===== src/rtl/ber_seq_pkg.sv =====
// Shared encodings for the BER test sequencer: FSM states, command codes,
// read-select codes and default timing constants.
package ber_seq_pkg;

  typedef enum logic [2:0] {
    ST_IDLE    = 3'd0,
    ST_CLEAR   = 3'd1,
    ST_SEARCH  = 3'd2,
    ST_MEASURE = 3'd3,
    ST_HOLD    = 3'd4,
    ST_FAIL    = 3'd5
  } state_t;

  localparam logic [2:0] CMD_NOP      = 3'd0;
  localparam logic [2:0] CMD_START    = 3'd1;
  localparam logic [2:0] CMD_STOP     = 3'd2;
  localparam logic [2:0] CMD_CLEAR    = 3'd3;
  localparam logic [2:0] CMD_SNAPSHOT = 3'd4;

  localparam logic [2:0] SEL_ERR_I_LO  = 3'd0;
  localparam logic [2:0] SEL_ERR_I_HI  = 3'd1;
  localparam logic [2:0] SEL_BITS_I_LO = 3'd2;
  localparam logic [2:0] SEL_BITS_I_HI = 3'd3;
  localparam logic [2:0] SEL_ERR_Q_LO  = 3'd4;
  localparam logic [2:0] SEL_ERR_Q_HI  = 3'd5;
  localparam logic [2:0] SEL_BITS_Q_LO = 3'd6;
  localparam logic [2:0] SEL_BITS_Q_HI = 3'd7;

  localparam int CLR_CYCLES_DEF     = 4;
  localparam int TIMEOUT_CYCLES_DEF = 2**24;

endpackage


===== src/rtl/ber_snapshot_mux.sv =====
// Four coherent counter snapshots plus a registered word-select read port.
// Reads only ever see the frozen copies, so lo/hi pairs always match.
module ber_snapshot_mux
  import ber_seq_pkg::*;
#(
  parameter int NB_CNT = 64,
  parameter int NB_BUS = 32
) (
  input  logic              clock,
  input  logic              i_reset,
  input  logic              i_capture,
  input  logic              i_zero,
  input  logic [NB_CNT-1:0] i_err_i,
  input  logic [NB_CNT-1:0] i_bits_i,
  input  logic [NB_CNT-1:0] i_err_q,
  input  logic [NB_CNT-1:0] i_bits_q,
  input  logic [2:0]        i_rd_sel,
  output logic [NB_BUS-1:0] o_rd_data
);

  logic [NB_CNT-1:0] r_err_i;
  logic [NB_CNT-1:0] r_bits_i;
  logic [NB_CNT-1:0] r_err_q;
  logic [NB_CNT-1:0] r_bits_q;
  logic [NB_BUS-1:0] r_rd_data;
  logic [NB_BUS-1:0] w_word;

  // Zeroing wins over capture.
  always_ff @(posedge clock) begin
    if (i_reset || i_zero) begin
      r_err_i  <= '0;
      r_bits_i <= '0;
      r_err_q  <= '0;
      r_bits_q <= '0;
    end else if (i_capture) begin
      r_err_i  <= i_err_i;
      r_bits_i <= i_bits_i;
      r_err_q  <= i_err_q;
      r_bits_q <= i_bits_q;
    end
  end

  always_comb begin
    w_word = '0;
    case (i_rd_sel)
      SEL_ERR_I_LO:  w_word = r_err_i[NB_BUS-1:0];
      SEL_ERR_I_HI:  w_word = r_err_i[2*NB_BUS-1:NB_BUS];
      SEL_BITS_I_LO: w_word = r_bits_i[NB_BUS-1:0];
      SEL_BITS_I_HI: w_word = r_bits_i[2*NB_BUS-1:NB_BUS];
      SEL_ERR_Q_LO:  w_word = r_err_q[NB_BUS-1:0];
      SEL_ERR_Q_HI:  w_word = r_err_q[2*NB_BUS-1:NB_BUS];
      SEL_BITS_Q_LO: w_word = r_bits_q[NB_BUS-1:0];
      SEL_BITS_Q_HI: w_word = r_bits_q[2*NB_BUS-1:NB_BUS];
      default:       w_word = '0;
    endcase
  end

  always_ff @(posedge clock) begin
    if (i_reset) r_rd_data <= '0;
    else         r_rd_data <= w_word;
  end

  assign o_rd_data = r_rd_data;

endmodule


===== src/rtl/ber_test_sequencer.sv =====
// Measurement sequencer for the I/Q BER counter pair: clear, phase search
// with timeout, measurement window, result hold; snapshots served to the CPU.
module ber_test_sequencer
  import ber_seq_pkg::*;
#(
  parameter int NB_CNT         = 64,
  parameter int NB_BUS         = 32,
  parameter int CLR_CYCLES     = CLR_CYCLES_DEF,
  parameter int NB_TMO         = 26,
  parameter int TIMEOUT_CYCLES = TIMEOUT_CYCLES_DEF
) (
  input  logic              clock,
  input  logic              i_reset,
  input  logic              i_cmd_valid,
  input  logic [2:0]        i_cmd,
  input  logic [NB_BUS-1:0] i_target,
  input  logic              i_fase_ok_i,
  input  logic              i_fase_ok_q,
  input  logic [NB_CNT-1:0] i_err_i,
  input  logic [NB_CNT-1:0] i_bits_i,
  input  logic [NB_CNT-1:0] i_err_q,
  input  logic [NB_CNT-1:0] i_bits_q,
  input  logic [2:0]        i_rd_sel,
  output logic [NB_BUS-1:0] o_rd_data,
  output logic              o_ber_reset,
  output logic              o_ber_enable,
  output logic [2:0]        o_state,
  output logic              o_done,
  output logic              o_timeout,
  output logic              o_lost
);

  localparam int NB_CLR = $clog2(CLR_CYCLES + 1);

  state_t              r_state;
  state_t              w_next;
  logic [NB_CLR-1:0]   r_clr_cnt;
  logic [NB_TMO-1:0]   r_tmo_cnt;
  logic                r_timeout;
  logic                r_lost;
  logic                w_start, w_stop, w_clear, w_snap;
  logic                w_lock, w_target_hit, w_clr_last, w_tmo_last;
  logic                w_capture, w_zero, w_clr_flags, w_set_timeout, w_set_lost;
  logic [NB_CNT-1:0]   w_target_ext;

  // A command exists only in the cycle i_cmd_valid is high; there is no ready.
  always_comb begin
    w_start = 1'b0;
    w_stop  = 1'b0;
    w_clear = 1'b0;
    w_snap  = 1'b0;
    if (i_cmd_valid) begin
      case (i_cmd)
        CMD_NOP:      ;
        CMD_START:    w_start = 1'b1;
        CMD_STOP:     w_stop  = 1'b1;
        CMD_CLEAR:    w_clear = 1'b1;
        CMD_SNAPSHOT: w_snap  = 1'b1;
        default:      ;
      endcase
    end
  end

  assign w_target_ext = {{(NB_CNT-NB_BUS){1'b0}}, i_target};
  assign w_lock       = i_fase_ok_i && i_fase_ok_q;
  assign w_target_hit = (i_target != '0) && (i_bits_i >= w_target_ext) &&
                        (i_bits_q >= w_target_ext);
  assign w_clr_last   = (r_clr_cnt == NB_CLR'(CLR_CYCLES - 1));
  assign w_tmo_last   = (r_tmo_cnt == NB_TMO'(TIMEOUT_CYCLES - 1));

  always_comb begin
    w_next        = r_state;
    w_capture     = 1'b0;
    w_zero        = 1'b0;
    w_clr_flags   = 1'b0;
    w_set_timeout = 1'b0;
    w_set_lost    = 1'b0;
    if (w_clear) begin
      w_next      = ST_IDLE;
      w_zero      = 1'b1;
      w_clr_flags = 1'b1;
    end else begin
      case (r_state)
        ST_IDLE:   if (w_start) w_next = ST_CLEAR;
        ST_CLEAR:  if (w_clr_last) w_next = ST_SEARCH;
        ST_SEARCH: begin
          if (w_stop) w_next = ST_IDLE;
          else if (w_lock) w_next = ST_MEASURE;
          else if (w_tmo_last) begin
            w_next        = ST_FAIL;
            w_set_timeout = 1'b1;
          end
        end
        ST_MEASURE: begin
          if (w_stop) begin
            w_next    = ST_HOLD;
            w_capture = 1'b1;
          end else if (!w_lock) begin
            w_next     = ST_FAIL;
            w_set_lost = 1'b1;
          end else if (w_target_hit) begin
            w_next    = ST_HOLD;
            w_capture = 1'b1;
          end else if (w_snap) begin
            w_capture = 1'b1;
          end
        end
        ST_HOLD, ST_FAIL: begin
          if (w_start) begin
            w_next      = ST_CLEAR;
            w_clr_flags = 1'b1;
          end
        end
        default: w_next = ST_IDLE;
      endcase
    end
  end

  // Both counters restart from zero every time their state is entered.
  always_ff @(posedge clock) begin
    if (i_reset) begin
      r_state   <= ST_IDLE;
      r_clr_cnt <= '0;
      r_tmo_cnt <= '0;
      r_timeout <= 1'b0;
      r_lost    <= 1'b0;
    end else begin
      r_state   <= w_next;
      r_clr_cnt <= (r_state == ST_CLEAR)  ? r_clr_cnt + NB_CLR'(1) : '0;
      r_tmo_cnt <= (r_state == ST_SEARCH) ? r_tmo_cnt + NB_TMO'(1) : '0;
      if (w_clr_flags) begin
        r_timeout <= 1'b0;
        r_lost    <= 1'b0;
      end else begin
        if (w_set_timeout) r_timeout <= 1'b1;
        if (w_set_lost)    r_lost    <= 1'b1;
      end
    end
  end

  assign o_state      = r_state;
  assign o_ber_reset  = (r_state == ST_IDLE) || (r_state == ST_CLEAR);
  assign o_ber_enable = (r_state == ST_SEARCH) || (r_state == ST_MEASURE);
  assign o_done       = (r_state == ST_HOLD);
  assign o_timeout    = r_timeout;
  assign o_lost       = r_lost;

  ber_snapshot_mux #(
    .NB_CNT (NB_CNT),
    .NB_BUS (NB_BUS)
  ) u_snap (
    .clock     (clock),
    .i_reset   (i_reset),
    .i_capture (w_capture),
    .i_zero    (w_zero),
    .i_err_i   (i_err_i),
    .i_bits_i  (i_bits_i),
    .i_err_q   (i_err_q),
    .i_bits_q  (i_bits_q),
    .i_rd_sel  (i_rd_sel),
    .o_rd_data (o_rd_data)
  );

endmodule


===== config.mk =====
export PLATFORM = sky130hd
export DESIGN_NAME = ber_test_sequencer
export DESIGN_NICKNAME = d
export VERILOG_FILES = /design/src/rtl/ber_seq_pkg.sv /design/src/rtl/ber_snapshot_mux.sv /design/src/rtl/ber_test_sequencer.sv
export SDC_FILE = /design/constraint.sdc
export NUM_CORES = 1
export LEC_CHECK = 0
export ABC_CLOCK_PERIOD_IN_PS = 2500
export BUFFER_PORTS_ARGS = -buffer_cell sky130_fd_sc_hd__buf_2
export CORE_MARGIN = 5
export CORE_UTILIZATION = 30
export DETAILED_ROUTE_END_ITERATION = 6
export PLACE_DENSITY = 0.52
export SYNTH_ARGS = -nofsm -noshare
export SYNTH_HDL_FRONTEND = slang
export SYNTH_SLANG_ARGS = --single-unit

===== constraint.sdc =====
create_clock -name clock -period 2.5 [get_ports clock]
set_input_delay 0.25 -clock clock [delete_from_list [all_inputs] [get_ports clock]]
set_output_delay 0.25 -clock clock [all_outputs]
set_load 0.02 [all_outputs]

**Word-level counts from Yosys, hierarchy flattened**

Index checks and enable logic that the tools add are counted.

- Register bits after elaboration: 322

- Reductions and logical operators: 16
- Magnitude comparators: 2
- Bitwise gates (word level): 2
- Equality and inequality tests: 22
- Add/subtract/negate cells: 2
- Multiplexer cells: 37

Operator list:

| operator | count |
|---|---|
| $pmux 32 s8 | 1 |
| $ge 64x32->1 | 2 |
| $reduce_bool 32->1 | 1 |
| $mux 1 | 27 |
| $add 26x1->26 const B | 1 |
| $eq 26x24->1 const B | 1 |
| $mux 3 | 8 |
| $eq 3x2->1 const B | 7 |
| $eq 3x3->1 const B | 7 |
| $pmux 3 s4 | 1 |
| $reduce_or 2->1 | 5 |
| $eq 3x1->1 const B | 3 |
| $ne 4x4->1 const B | 2 |
| $logic_not 3->1 | 2 |
| $reduce_and 4->1 | 1 |
| $add 3x1->3 const B | 1 |
| $logic_and 1x1->1 | 3 |
| $logic_or 1x1->1 | 3 |
| $reduce_or 3->1 | 1 |
| $ne 2x1->1 const B | 1 |
| $ne 2x2->1 const B | 1 |
| $not 1->1 | 2 |

**Logic depth before layout (Yosys ltp)**

- Word-level depth: 9
- Gate-level depth with buffers: 11

**By module**

Synthesis repeated with hierarchy kept, for this count alone.

- Cells, all modules: 1579
- Area total of the unflattened synthesis: 15077.0 um^2

Modules (own cells, without submodules):

| module | instances | area each (um^2) | cells each | seq. area each (um^2) |
|---|---|---|---|---|
| ber_snapshot_mux | 1 | 11783.8 | 1159 | 5765.5 |
| ber_test_sequencer | 1 | 3293.2 | 420 | 680.7 |

**Least setup slack after synthesis**

No wires, ideal clock.

- Path kind: in2reg
- Start: input port i_target[29]
- End: register u_snap.r_bits_i[41]
- Arrival time: 2595 ps
- Slack: -167 ps
- Cell stages on the path: 10
- Library setup time: 72 ps
- Data required time: 2428 ps
- Cells stage by stage: inv_1 ha_1 nand4_1 or4_1 o311ai_1 o41ai_1 a211oi_2 buf_2 buf_4 mux2i_1

- Longest elaborated chain between the ends: 8
- Elaborated cells between the ends (all ways): 10
- Classes of those cells: 2 x order compare; 5 x mux; 3 x reduce/logical

Ends and longest elaborated chain:

| element | line | source |
|---|---|---|
| start: declaration | ber_test_sequencer.sv:16 | `input logic [NB_BUS-1:0] i_target,` |
| $ge 64x32->1 / $reduce_bool 32->1 (equally long branches) | ber_test_sequencer.sv:66 | `assign w_target_hit = (i_target != '0) && (i_bits_i >= w_target_ext) &&` |
| $logic_and 1x1->1 | ber_test_sequencer.sv:66 |  |
| $logic_and 1x1->1 * | ber_test_sequencer.sv:66 |  |
| $mux 1 * | ber_test_sequencer.sv:101 | `end else if (w_target_hit) begin` |
| $mux 1 * | ber_test_sequencer.sv:98 | `end else if (!w_lock) begin` |
| $mux 1 * | ber_test_sequencer.sv:95 | `if (w_stop) begin` |
| $mux 1 * | ber_test_sequencer.sv:83 | `case (r_state)` |
| $mux 1 * | ber_test_sequencer.sv:78 | `if (w_clear) begin` |
| end signal: assignment | ber_snapshot_mux.sv:37 | `r_bits_i <= i_bits_i;` |
| end: declaration | ber_snapshot_mux.sv:22 | `logic [NB_CNT-1:0] r_bits_i;` |

Every way passes the cells marked *; elsewhere a longest branch is shown, timed or not.
A chain may end at the register's enable or synchronous reset.

**Worst setup path in the final report**

- Start: input port i_bits_i[26]
- End: register u_snap.r_bits_q[30]

- Longest elaborated chain between the ends: 8

Ends and longest elaborated chain:

| element | line | source |
|---|---|---|
| start: declaration | ber_test_sequencer.sv:20 | `input logic [NB_CNT-1:0] i_bits_i,` |
| $ge 64x32->1 | ber_test_sequencer.sv:66 |  |
| $logic_and 1x1->1 (2 in a row) | ber_test_sequencer.sv:66 |  |
| $mux 1 | ber_test_sequencer.sv:101 |  |
| $mux 1 | ber_test_sequencer.sv:98 |  |
| $mux 1 | ber_test_sequencer.sv:95 |  |
| $mux 1 | ber_test_sequencer.sv:83 |  |
| $mux 1 | ber_test_sequencer.sv:78 |  |
| end signal: assignment | ber_snapshot_mux.sv:39 | `r_bits_q <= i_bits_q;` |
| end: declaration | ber_snapshot_mux.sv:24 | `logic [NB_CNT-1:0] r_bits_q;` |

No other way between the ends.

==> impl_results.md <==
- Row count: 84
- Final wirelength: 66100 um
- Outcome: finished with violations
- Worst Hold End: u_snap.r_err_q[25]
- Worst skew pair latency: 0.56 ns
- I/O Buffers: 338
- CP endpoint kind: flip-flop
- Vias in the first global route: 15700
- Hpwl dp: 50500 um
- Slew margin rel.: 54.5%
- Layout Cells excl Fill: 3198
- Post-synthesis sequential area ratio: 40.3%
- Simple-Gate Fraction of Synth Area: 20.6%
- Post-synth top cells: nand2_1, dfxtp_1, mux2i_1
- Origin of the critical flop-to-flop path: r_tmo_cnt[0]
- Clock H-tree levels: 2
- Hold Slack: 0.0134 ns
- Leakage: 0.00956 uW
- Clock sinks: 322
- P per Cell Area: 546 nW/um^2
- Post-synth ARST share: 0%
- DRC viols: 0
- Final worst path period share: 103%
- Cell count after synthesis: 1846
- Tot GR Track Use: 21.3%
- Synth Warn #: 0
- Die Y: 241 um
- Placed insts: 2974
- Die ar.: 58000 um^2
- Required time of the critical path: 2.97 ns
- Clock root cell: clkbuf_16
- VDD IR max: 0.368 mV
- HP Start: i_err_q[25]
- Die W: 241 um
- Critical path's slowest cell: or4_4
- # fillers: 5136
- Top-count cell post-synth: nand2_1
- Synth area leaders: dfxtp_1, mux2i_1, nand2_1
- Final setup viols: 46
- Clock period minus final worst setup slack: 2.57 ns
- Std-Cell Core Area: 52700 um^2
- Clock Pin Slew Worst Setup and Hold Paths: 0.06 ns
- CTS Buffer Depth: 3
- XOR/XNOR Fraction of Synth Area: 1.21%
- Largest family of logic cells by synthesized area: multiplexers
- Synth Cell Area: 16000 um^2
- DRT Pass-1 Iters: 5
- Critical Path Max Stage Delay: 0.57 ns
- Final Net Count: 2844
- Detailed Route Iter0 Violations: 964
- Max Fclk: 390 MHz
- P&R area growth vs syn: 47.1%
- Dpl ws: -1.19 ns
- Final worst slack: -0.0661 ns
- Critical-path cell list: buf_2 -> ha_4 -> nand4_1 -> or4_4 -> o311ai_4 -> o41ai_4 -> a211oi_4 -> buf_12 -> buf_12 -> clkbuf_16 -> mux2i_1
- Synth cell types: 52
- Max-slew violation count: 0
- Post-synth EDFFs: 0
- Final Hold Viols: 0
- Startpoint types: primary input
- Avg Cell Area, Syn: 8.66 um^2
- R2R cell count: 9
- Adder-cell share of the synthesized area: 5.24%
- Routed wire per std cell: 20.7 um
- Worst hold stages: 3
- HP Class: in -> reg
- Vias per inst: 4.83
- Starting Density: 30.4%
- Worst-Margin Slew: 0.679 ns
- IO Pins: 339
- Synth Area in Compound Gates: 6.11%
- Global route overflow: 0
- Crit-path max FO: 8
- Reg2reg end: o_state[2]
- CTS buffer count: 39
- Antenna violations before repair: 5
- Tot Pwr: 12800 uW
- Area leader, netlist: dfxtp_1
- Synth Flop Type: dfxtp_1
- First-pass GRT wire length: 93900 um
- Arr. time, crit path: 3.03 ns
- Synth top area share: 40.3%
- Clock skew: 0.0259 ns
- Syn_nets: 2212
- Crit-path most repeated cell: buf_12
- Via count: 15400
- Max cap viols: 0
- Critical path type: in -> reg
- Fraction of synthesized area in multiplexers: 21.8%
- DRT antenna net count: 0
- CTS tree: done
- Flops & latches, synth: 322
- Layout cells sized above 1: 29.4%
- Gp weighted congestion: 0.923
- Failing checks: negative setup slack
- R2r setup slk: 0.20 ns
- Largest net degree at the start of global routing: 77
- RSZ-0062 raised after global routing: true
-- worst max-delay path by stage --
stage                 start                   to  slack (ns)  cells past startpoint
2_1_floorplan  i_target[26]  u_snap.r_bits_i[41]      -0.006                     10
3_3_place_gp   i_bits_i[38]   u_snap.r_err_q[14]       -1.15                     10
3_5_place_dp   i_bits_i[38]   u_snap.r_err_q[46]       -1.19                     10
4_1_cts         i_bits_i[2]   u_snap.r_err_q[18]      0.0007                     10
5_1_grt        i_target[31]   u_snap.r_err_q[62]       -0.13                     16
6_report       i_bits_i[26]  u_snap.r_bits_q[30]       -0.07                     11
-- timing repair --
action / in CTS / in global routing
setup endpoints to repair: 259 / 257
setup buffers: 2 / 6
endpoints found under the hold margin: 134 / 1
pin swaps: 3 / 14
cloned: 1 / 9
gates resized for setup: 16 / 69
hold buffers: 134 / 1
-- critical path, delay by kind of cell --
family	cells	cell delay, ns
adder cells (fa/ha/maj)	1	0.27
multiplexers	1	0.19
AO/OA/AOI/OAI	3	0.86
buffers and inverters	4	0.73
AND/OR/NAND/NOR	2	0.73
-- where the power goes --
part | switching (uW) | internal [uW]
Clock | 2310 | 3610
Sequential | 9.84 | 5160
Combinational | 935 | 830
-- area by class of cell --
cell class                 count  area, um^2  share of cell area, %
clock buffer                  56        1140                   4.86
inverter                      51         231                  0.984
antenna                        4        10.0                 0.0426
multi-input combinational   1351        9260                   39.4
sequential                   322        6450                   27.4
tap                          688         861                   3.66
timing repair buffer         713        5380                   22.9
clock inverter                13         190                  0.809
-- per-stage QoR --
| stage | util, % | setup TNS (ns) | instance area (um^2) |
|---|---|---|---|
| finish | 44.7 | -0.985 | 23500 |
| global route | 44.7 | -8.32 | 23500 |
| CTS | 43.5 | 0 | 22900 |
| detailed placement | 38.1 | -289.73 | 20100 |
| global placement | 38.1 | -285.16 | 20100 |
| floorplan | - | -0.619 | 16300 |
-- flip-flops by register name, indices dropped and copies added (netlist names) --
name	count
u_snap.r_err_q	64
r_tmo_cnt	26
u_snap.r_err_i	64
o_lost	1
o_state	3
r_clr_cnt	3
o_timeout	1
u_snap.r_bits_i	64
u_snap.r_bits_q	64
u_snap.o_rd_data	32
-- metal layers --
layer	wire length (um)	GRT usage [%]	vias to the layer above
li1	-	-	7599
met3	3590	3.69	78
met2	31500	35.9	447
met1	29600	28.6	7306
met4	1440	5.28	2
met5	13	0	-
-- logic make-up (layout without fill, tap and decap cells) --
logic type | count (synthesis) | in the layout
simple gates | 793 | 793
buf+inv | 173 | 833
fa+ha+maj | 67 | 67
other cells | 0 | 4
compound gates | 153 | 153
xor+xnor | 22 | 22
mux | 316 | 316
flops | 322 | 322
-- cells in the final DEF, fill, tap and decap left out, drive strengths merged, types with 30 or more instances in the layout --
master         n
a211oi        30
a21oi         61
buf          570
clkbuf        64
dfxtp        322
dlygate4sd3  133
ha            67
inv           53
mux2i        286
nand2        550
nor2          98
nor3          40
Power figures use the tool's default switching activity.
